--- config.mk ---
export PLATFORM = sky130hd
export DESIGN_NAME = cg_lane_reg
export DESIGN_NICKNAME = d
export VERILOG_FILES = /design/src/rtl/cg_lane_reg.sv
export SDC_FILE = /design/constraint.sdc
export NUM_CORES = 1
export LEC_CHECK = 0
export BUFFER_PORTS_ARGS = -buffer_cell sky130_fd_sc_hd__buf_2
export CORE_UTILIZATION = 30
export CTS_CLUSTER_SIZE = 24
export DETAILED_ROUTE_END_ITERATION = 8
export PLACE_DENSITY_LB_ADDON = 0.15
export SLEW_MARGIN = 10
export SYNTH_ARGS = -nofsm -noshare
export SYNTH_HDL_FRONTEND = slang
export SYNTH_SLANG_ARGS = --single-unit
--- constraint.sdc ---
create_clock -name CLK -period 2.92 [get_ports CLK]
set_input_delay 0.146 -clock CLK [delete_from_list [all_inputs] [get_ports CLK]]
set_output_delay 0.146 -clock CLK [all_outputs]
set_load 0.02 [all_outputs]
--- src/rtl/cg_lane_reg.sv ---
// Lane-gated data register: per-lane load enables with optional data-change gating,
// a registered idle (SLEEP) indication and a saturating lane-load counter.
module cg_lane_reg #(
  parameter int WIDTH       = 32,
  parameter int LANES       = 4,
  parameter int DATA_GATE   = 1,
  parameter int IDLE_CYCLES = 4,
  parameter int CNT_W       = 16
) (
  input  logic             CLK,
  input  logic             RST,
  input  logic [LANES-1:0] EN,
  input  logic [WIDTH-1:0] D_IN,
  input  logic             CLR_CNT,
  output logic [WIDTH-1:0] D_OUT,
  output logic [LANES-1:0] GATE_EN,
  output logic             SLEEP,
  output logic [CNT_W-1:0] UPD_CNT
);

  localparam int LW = WIDTH / LANES;
  localparam int IW = $clog2(IDLE_CYCLES + 1);
  localparam int PW = $clog2(LANES + 1);
  localparam int SW = CNT_W + PW;
  localparam logic [CNT_W-1:0] CNT_MAX = '1;

  if (WIDTH % LANES != 0) begin : g_bad_width
    $error("cg_lane_reg: WIDTH must be a multiple of LANES");
  end
  if (IDLE_CYCLES < 1 || IDLE_CYCLES > 255) begin : g_bad_idle
    $error("cg_lane_reg: IDLE_CYCLES must be in 1..255");
  end

  typedef enum logic {ST_ACTIVE, ST_SLEEPING} state_t;

  logic [WIDTH-1:0] d_q;
  logic [LANES-1:0] gate;
  logic [PW-1:0]    pop;
  logic             any_load;
  logic [IW-1:0]    idle_cnt;
  logic [CNT_W-1:0] cnt_q;
  logic [CNT_W-1:0] cnt_nxt;
  logic [SW-1:0]    cnt_sum;
  state_t           state_q;
  state_t           state_d;

  // Per-lane ICG enable; with data gating a lane whose value would not change stays gated.
  always_comb begin
    gate = '0;
    for (int i = 0; i < LANES; i++) begin
      if (DATA_GATE != 0) gate[i] = EN[i] & (D_IN[i*LW +: LW] != d_q[i*LW +: LW]);
      else                gate[i] = EN[i];
    end
  end

  always_comb begin
    pop = '0;
    for (int i = 0; i < LANES; i++) pop = pop + PW'(gate[i]);
  end

  assign any_load = |gate;

  always_ff @(posedge CLK) begin
    if (RST) begin
      d_q <= '0;
    end else begin
      for (int i = 0; i < LANES; i++) begin
        if (gate[i]) d_q[i*LW +: LW] <= D_IN[i*LW +: LW];
      end
    end
  end

  always_ff @(posedge CLK) begin
    if (RST)                                   idle_cnt <= '0;
    else if (any_load)                         idle_cnt <= '0;
    else if (idle_cnt < IW'(IDLE_CYCLES))      idle_cnt <= idle_cnt + IW'(1);
  end

  // Sleep FSM: state register
  always_ff @(posedge CLK) begin
    if (RST) state_q <= ST_ACTIVE;
    else     state_q <= state_d;
  end

  // Sleep FSM: next state; sleep is entered on the edge the idle count reaches IDLE_CYCLES
  always_comb begin
    state_d = state_q;
    case (state_q)
      ST_ACTIVE:   if (!any_load && idle_cnt == IW'(IDLE_CYCLES - 1)) state_d = ST_SLEEPING;
      ST_SLEEPING: if (any_load) state_d = ST_ACTIVE;
      default:     state_d = ST_ACTIVE;
    endcase
  end

  // Sleep FSM: outputs
  always_comb begin
    SLEEP = (state_q == ST_SLEEPING);
  end

  assign cnt_sum = SW'(cnt_q) + SW'(pop);
  assign cnt_nxt = (cnt_sum > SW'(CNT_MAX)) ? CNT_MAX : cnt_sum[CNT_W-1:0];

  // Clear takes priority over the same cycle's increment.
  always_ff @(posedge CLK) begin
    if (RST)          cnt_q <= '0;
    else if (CLR_CNT) cnt_q <= '0;
    else              cnt_q <= cnt_nxt;
  end

  assign D_OUT   = d_q;
  assign GATE_EN = gate;
  assign UPD_CNT = cnt_q;

endmodule

==> Yosys cells after proc, flatten, opt, wreduce, memory -nomap -nowiden <==
Cells that the tools add are included.
{ "op_classes": {"n_lt_le_gt_ge": 2, "n_eq_ne": 5, "muxes": 4, "n_reduce_logical": 5, "addsub": 5, "bitwise_logic": 5} }
{ "op_table": {"columns": ["cell", "n"], "rows": [
  ["!= test 8 bit", 4],
  ["adder 16 x 3 -> 17 bit", 1],
  ["greater-than comparator 17 x 16 -> 1 bit (second input constant)", 1],
  ["2-to-1 mux 16 bit", 1],
  ["OR reduction 5 bit", 1],
  ["bitwise AND 1 bit", 4],
  ["OR reduction 4 bit", 1],
  ["adder 2 x 1 -> 3 bit", 1],
  ["adder 3 x 1 -> 3 bit", 1],
  ["adder 3 x 1 -> 3 bit (second input constant)", 1],
  ["equality test 3 x 2 -> 1 bit (second input constant)", 1],
  ["less-than comparator 3 bit (second input constant)", 1],
  ["adder 1 x 1 -> 2 bit", 1],
  ["2-to-1 mux 1 bit", 2],
  ["one-hot mux 1 bit (2 select lines)", 1],
  ["OR reduction 2 bit", 1],
  ["logical AND 1 bit", 1],
  ["zero test 1 bit", 1],
  ["inverter 1 bit", 1]
]} }
{ "word_totals": {"inputBits": 39, "output_inout_bits": 53, "reg_bits": 52, "wordCells": 33} }

==> Depth between registers and ports, before layout <==
Gate-level depths: netlist (run 1).
{ "depth": {"depth_word": 8, "ltp_mapped": 15, "depth_no_buf": 14} }

==> Worst setup path before layout (run 1) <==
No wires, ideal clock.
{ "synth_path": {"path_kind": "reg2reg", "start": "register d_q[27], in the netlist D_OUT[27]", "end": "register cnt_q[13], in the netlist UPD_CNT[13]", "arrival_time_ns": 3.374, "setup_time_ns": 0.073, "path_slack_ns": -0.527, "required_time_ns": 2.847, "path_stages_with_launch": 15, "path_buffers": 0, "period_less_slack_ns": 3.447, "path_cell_list": "dfxtp_1 > xnor2_1 > nand4_1 > o21ai_2 > inv_1 > ha_1 > inv_1 > fa_1 > inv_1 > fa_1 > nand3_4 > nor4_4 > nand4_2 > and4_1 > nor3_2"} }
{ "synth_via": {"elab_chain_len": 6} }
{ "synth_rtl": {"columns": ["item", "line_no", "text"], "rows": [
  ["start: declaration", "36", "logic [WIDTH-1:0] d_q;"],
  ["start signal: indexed assignment", "68", "if (gate[i]) d_q[i*LW +: LW] <= D_IN[i*LW +: LW];"],
  ["!= test 8 bit (*)", "51", "if (DATA_GATE != 0) gate[i] = EN[i] & (D_IN[i*LW +: LW] != d_q[i*LW +: LW]);"],
  ["bitwise AND 1 bit (*)", "51", null],
  ["net GATE_EN[3]", "16", "output logic [LANES-1:0] GATE_EN,"],
  ["adder 3 x 1 -> 3 bit (*)", "58", "for (int i = 0; i < LANES; i++) pop = pop + PW'(gate[i]);"],
  ["adder 16 x 3 -> 17 bit (*)", "100", "assign cnt_sum = SW'(cnt_q) + SW'(pop);"],
  ["greater-than comparator 17 x 16 -> 1 bit", "101", "assign cnt_nxt = (cnt_sum > SW'(CNT_MAX)) ? CNT_MAX : cnt_sum[CNT_W-1:0];"],
  ["2-to-1 mux 16 bit (*)", "101", null],
  ["end signal: assignment", "107", "else cnt_q <= cnt_nxt;"],
  ["end: declaration", "41", "logic [CNT_W-1:0] cnt_q;"]
]} }
Mark *: on every way through the listed nets, which the timed path passes. The rest lies on a longest branch.
A chain may end at the register's enable or synchronous reset.

==> Worst setup path in the final report (run 1) <==
{ "layout_path": {"start": "register d_q[3], in the netlist D_OUT[3]", "end": "register cnt_q[13], in the netlist UPD_CNT[13]"} }
{ "layout_via": {"elab_chain_len": 8} }
{ "layout_rtl": {"columns": ["item", "line_no"], "rows": [
  ["!= test 8 bit (*)", "51"],
  ["bitwise AND 1 bit (*)", "51"],
  ["adder 1 x 1 -> 2 bit (*)", "58"],
  ["adder 2 x 1 -> 3 bit (*)", "58"],
  ["adder 3 x 1 -> 3 bit (*)", "58"],
  ["adder 16 x 3 -> 17 bit (*)", "100"],
  ["greater-than comparator 17 x 16 -> 1 bit", "101"],
  ["2-to-1 mux 16 bit (*)", "101"]
]} }
Every way passes the cells marked *; elsewhere a longest branch is shown, timed or not.

==> reports/qor.yml, run 1 <==
critical_path:
  critPathSlowestCell: "dfxtp_4"
  timing.critical_path.arrival_ps: 3200
  startpoint_type: "flop"
  cp_top_family: "adder cells"
  critPathRequiredTime_ps: 3140
  path_cells: "xnor2_2 -> nand4_1 -> o21ai_2 -> ha_4 -> ha_4 -> inv_2 -> fa_2 -> inv_2 -> fa_2 -> nand3_4 -> nor4_4 -> nand4_2 -> and4_1 -> nor3_2"
  path_buf_inv: 2
  crit_fanout: 4
  slowest_delay_ps: 360
  crit_type: "flop to flop"
  critPathCaptureType: "flop"
power:
  peakVddDrop_mv: 0.1934
  total_power_w: 0.001475
  power_density_nw_per_um2: 421.0
  p_leak_nw: 1.623
finish:
  fin_area_um2: 3503
  area_growth_pct: 40.99
  layout_commonest_cell: "buf_2"
  multi_input_area_um2: 1524
  drive_gt1_frac: 0.4945
  fin_nets: 411
  regArea_um2: 1091
  mostFrequentLayoutCells: "buf_2 (91), nor2_1 (35), mux2i_1 (33)"
  nFillCells: 799
  diodes: 0
min_path:
  hold_class: "input pin to flop"
logic_synthesis:
  ys_seq_area_frac: 0.4189
  synth_cell_types: 36
  synth_warnings: 0
  synthArstFlopShare: 0
  syn_area_um2: 2485
  avgSynthCellArea_um2: 9.783
  synth_edf_count: 0
  syn_inst: 254
  synth_ff_type: "dfxtp_1"
  synth_nets: 300
  ys_ff_latch: 52
route:
  wl_per_cell_um: 12.04
  drc_errors: 0
  wl_um: 5634
  vias: 2097
  antenna_left: 0
  first_pass_iters: 4
  drtIter0Drc: 33
  via_per_inst: 4.481
die:
  design.core.area_um2: 7888
  num_rows: 32
  design.die.area_um2: 8651
  ios: 92
  fp.dieW_um: 93.01
  die_h_um: 93.01
  start_util: 0.3150
sta:
  slew_violations: 0
  max_freq_mhz: 336.4
  setup_viol: 9
  slew_headroom: 0.7438
  rsz0062_at_grt: "true"
  worst-slew-pin-transition_ps: 384.3
  skew_ps: 5.998
  hold_viol_final: 0
  layout_setup_ws_ps: -52.51
  period_share: 1.018
  whs_ps: 101.0
  fin_tns_setup_ps: -114.6
  period_needed_ps: 2973
clock_network:
  cts_tree: "yes"
  cts-root-buf: "clkbuf_8"
  htree_levels: 2
  path_clk_slew_ps: 90
  cts_buffers: 5
  cts.sinks: 52
  clk_path_buf_depth: 2
  insertion_delay_ps: 300
job:
  timing.max_cap.violations: 0
global_route:
  antenna_found_initial: 0
  grt_max_degree: 28
  grt_pass1_vias: 2086
  grt.total_usage: 0.1369
  grt_overflow: 0
  grt_pass1_wl_um: 9411
placed_design:
  port_buffers: 91
  hpwlAfterDp_um: 4298
  gp_congestion: 0.7456
  dp_slack_ps: -84.67
  dpl-instance-area_um2: 3272
status:
  status: "finished with violations"
  failed_checks: "setup timing"
## sequential cells by signal, indices dropped and copies added, names as in the netlist
register / flops
SLEEP: 1
idle_cnt: 3
D_OUT: 32
UPD_CNT: 16
## where the power goes
group	internal [W]	switching [W]
clock	0.000168	0.000226
combinational	0.000151	0.000161
sequential	0.000740	0.0000294
## logic make-up after synthesis
kind of cell / Yosys count / synth area share
AO/OA/AOI/OAI: 25 / 0.05841
XOR/XNOR: 45 / 0.1586
adder cells (fa/ha/maj): 7 / 0.04129
buffers and inverters: 21 / 0.03675
flip-flops: 52 / 0.4189
multiplexers: 33 / 0.1329
AND/OR/NAND/NOR: 71 / 0.1531
## final cells by class
cell class,instances,area share
inverters,11,0.01179
repair buffers,114,0.1825
flip-flops and latches,52,0.3114
multi-input cells,181,0.4350
clock buffers,7,0.02179
well taps,102,0.03643
clock inverters,1,0.001071
## per-layer routing
layer	routed length (µm)	vias up	part of all wire	GRT usage
met1	2645	961	0.47	0.1755
met2	2621	58	0.47	0.2243
met5	0	-	0	0
met3	328	2	0.058	0.03577
li1	-	1076	-	-
met4	38	0	0.0067	0.04231
## tightest hold or removal path, stage by stage
cell     delay, ps
buf_2           90
mux2i_1         60
nor2_1          70
## final timing paths
| check | endpoint | depth (start not counted) | from | slack (ps) |
|---|---|---|---|---|
| setup reg to reg | UPD_CNT[13] | 14 | D_OUT[3] | -50 |
| setup / recovery | UPD_CNT[13] | 14 | D_OUT[3] | -50 |
| hold / removal | D_OUT[24] | 3 | D_IN[24] | 100 |
| hold reg to reg | D_OUT[30] | 2 | D_OUT[30] | 520 |
## what timing repair did
action,4_1_cts,5_1_grt
gates resized for setup,7,10
endpoints found under the setup margin,15,16
pin swaps,14,7
setup buffers,5,1
hold buffers,0,0
## cell usage after synthesis (2+ instances only)
master	count	share of area
dfxtp_1	52	0.42
xnor2_1	39	0.14
nor2_1	36	0.054
mux2i_1	33	0.13
a21oi_1	15	0.030
inv_1	11	0.017
nand4_1	8	0.020
clkbuf_1	6	0.0091
xor2_1	6	0.021
ha_1	5	0.025
nand2_1	5	0.0076
and3_1	3	0.0076
buf_4	3	0.0091
nand3_1	3	0.0060
nor3_1	3	0.0060
o21ai_0	3	0.0060
fa_1	2	0.016
nor3_2	2	0.0081
or2_2	2	0.0050
## metrics by stage
stage,cells,utilization
floorplan,254,-
CTS,467,0.4348
global route,468,0.4442
finish,468,0.4442
global placement,454,0.4148
detailed placement,454,0.4148
Power figures use the tool's default switching activity.
==> run 2, diff against run 1 <==
--- a/config.mk
+++ b/config.mk
@@ -10,6 +10,7 @@
 export CTS_CLUSTER_SIZE = 24
 export DETAILED_ROUTE_END_ITERATION = 8
 export PLACE_DENSITY_LB_ADDON = 0.15
+export SETUP_SLACK_MARGIN = 0.3
 export SLEW_MARGIN = 10
 export SYNTH_ARGS = -nofsm -noshare
 export SYNTH_HDL_FRONTEND = slang
==> run 2 against run 1 <==
Largest cell class unchanged. Critical endpoint unchanged. Critical path depth unchanged. Fmax shrank 0.87%. Total power rose by 3.7%. Combinational power is 1% lower. First-iteration DRC count increased by 18%. The flow still finishes with violations (setup timing).
==> reports/qor.yml, run 2 (same netlist as run 1, synthesis figures left out) <==
status:
  status: "finished with violations"
  failed_checks: "setup timing"
finish:
  layout_commonest_cell: "buf_2"
  fin_area_um2: 3460
  area_growth_pct: 39.22
  nFillCells: 808
  largest_reg_flops: 32
  final_core_util: 0.4386
  diodes: 0
  drive_gt1_frac: 0.4861
  mostFrequentLayoutCells: "buf_2 (91), nor2_1 (36), mux2i_1 (33)"
  fin_nets: 406
route:
  route.met3.wl_um: 357
  m1WireLength_um: 2702
  wl_per_cell_um: 12.42
  drtIter0Drc: 39
  via_per_inst: 4.504
  wl_met2_um: 2606
  wl_um: 5737
  drc_errors: 0
  maxUsedRoutingLayer: "met4"
  vias: 2081
  first_pass_iters: 4
  antenna_left: 0
clock_network:
  path_clk_slew_ps: 90
  cts_buffers: 5
  insertion_delay_ps: 300
  cts_tree: "yes"
  clk_path_buf_depth: 2
  cts.sinks: 52
  ctsHoldBuffers: 0
  htree_levels: 2
  cts-root-buf: "clkbuf_8"
die:
  fp.dieW_um: 93.01
  design.die.area_um2: 8651
  design.core.area_um2: 7888
  ios: 92
  die_h_um: 93.01
  num_rows: 32
  start_util: 0.3150
global_route:
  grt_max_degree: 26
  grt_pass1_vias: 2108
  grt_overflow: 0
  grt_pass1_wl_um: 9735
  grt.total_usage: 0.1422
  antenna_found_initial: 0
power:
  p_sw_w: 0.0004246
  p_leak_nw: 1.589
  peakVddDrop_mv: 0.1986
  clkPwrFrac: 0.294
  p_int_w: 0.001105
  power_density_nw_per_um2: 442.0
  sw_frac_of_total: 0.2777
  comb_power_share: 0.202
  pwr-share-seq: 0.504
min_path:
  min_from: "D_IN[24]"
  hold_class: "input pin to flop"
  whs_path_depth: 3
sta:
  rsz0062_at_grt: "true"
  max_freq_mhz: 333.5
  period_share: 1.027
  layout_setup_ws_ps: -78.55
  skew_ps: 14.76
  worst-slew-pin-transition_ps: 405.4
  slew_headroom: 0.7279
  setup_viol: 15
  hold_viol_final: 0
  slew_violations: 0
  period_needed_ps: 2999
  fin_tns_setup_ps: -775.7
  whs_ps: 100.3
critical_path:
  startpoint_type: "flop"
  crit_fanout: 4
  crit_type: "flop to flop"
  critPathCaptureType: "flop"
  r2r_start: "D_OUT[11]"
  cp-startpoint: "D_OUT[11]"
  critPathRequiredTime_ps: 3150
  r2r.worst_path.cells: 14
  timing.critical_path.arrival_ps: 3230
placed_design:
  port_buffers: 91
  hpwlAfterDp_um: 4392
  gp_congestion: 0.7294
  dpl-instance-area_um2: 3264
job:
  timing.max_cap.violations: 0
==> run 2: worst paths after layout <==
check	endpoint	slack, ps
worst max-delay path	UPD_CNT[13]	-80
worst min-delay path	D_OUT[24]	100
worst max register to register	UPD_CNT[13]	-80
worst min register to register	D_OUT[6]	520
==> run 2: power groups by stage <==
stage / Combinational [W] / Clock, W / Sequential (W)
floorplan: 0.000153 / 0 / 0.000822
global placement: 0.000292 / 0 / 0.000785
detailed placement: 0.000296 / 0 / 0.000786
CTS: 0.000309 / 0.000478 / 0.000771
global route: 0.000340 / 0.000499 / 0.000776
finish: 0.000308 / 0.000450 / 0.000771
==> run 2: layer usage <==
| metal | track usage | up-vias |
|---|---|---|
| li1 | - | 1060 |
| met1 | 0.1791 | 953 |
| met2 | 0.2371 | 62 |
| met3 | 0.03821 | 6 |
| met4 | 0.04231 | 0 |
| met5 | 0 | - |
==> run 2: layout make-up <==
| class | count | area [µm²] | share of cell area |
|---|---|---|---|
| inverters | 11 | 41.29 | 0.01193 |
| repair buffers | 109 | 598.1 | 0.1729 |
| flip-flops and latches | 52 | 1089 | 0.3146 |
| multi-input cells | 181 | 1506 | 0.4354 |
| well taps | 102 | 127.6 | 0.03689 |
| clock buffers | 7 | 97.59 | 0.02821 |
==> run 2: timing repair <==
item,CTS,global route
setup endpoints to repair,16,16
pin swaps,5,3
buffers inserted,2,0
resized for setup,7,6
==> run 2: through the flow <==
step / setup WS, ps / power, W / std cells
final: -78.55 / 0.001529 / 462
after global routing: -279.1 / 0.001615 / 462
after CTS: -104.1 / 0.001558 / 462
after detailed placement: -116.7 / 0.001082 / 453
after global placement: -68.81 / 0.001076 / 453
after floorplan: -123.4 / 0.0009745 / 254
==> run 2: worst max-delay path: stages, from the launching register on <==
cell,delay [ps]
dfxtp_4,360
xnor2_2,140
nand4_1,150
o21ai_2,230
ha_4,230
ha_4,260
inv_2,30
fa_2,360
inv_2,70
fa_2,230
nand3_4,110
nor4_4,220
nand4_2,210
and4_1,240
nor3_2,90
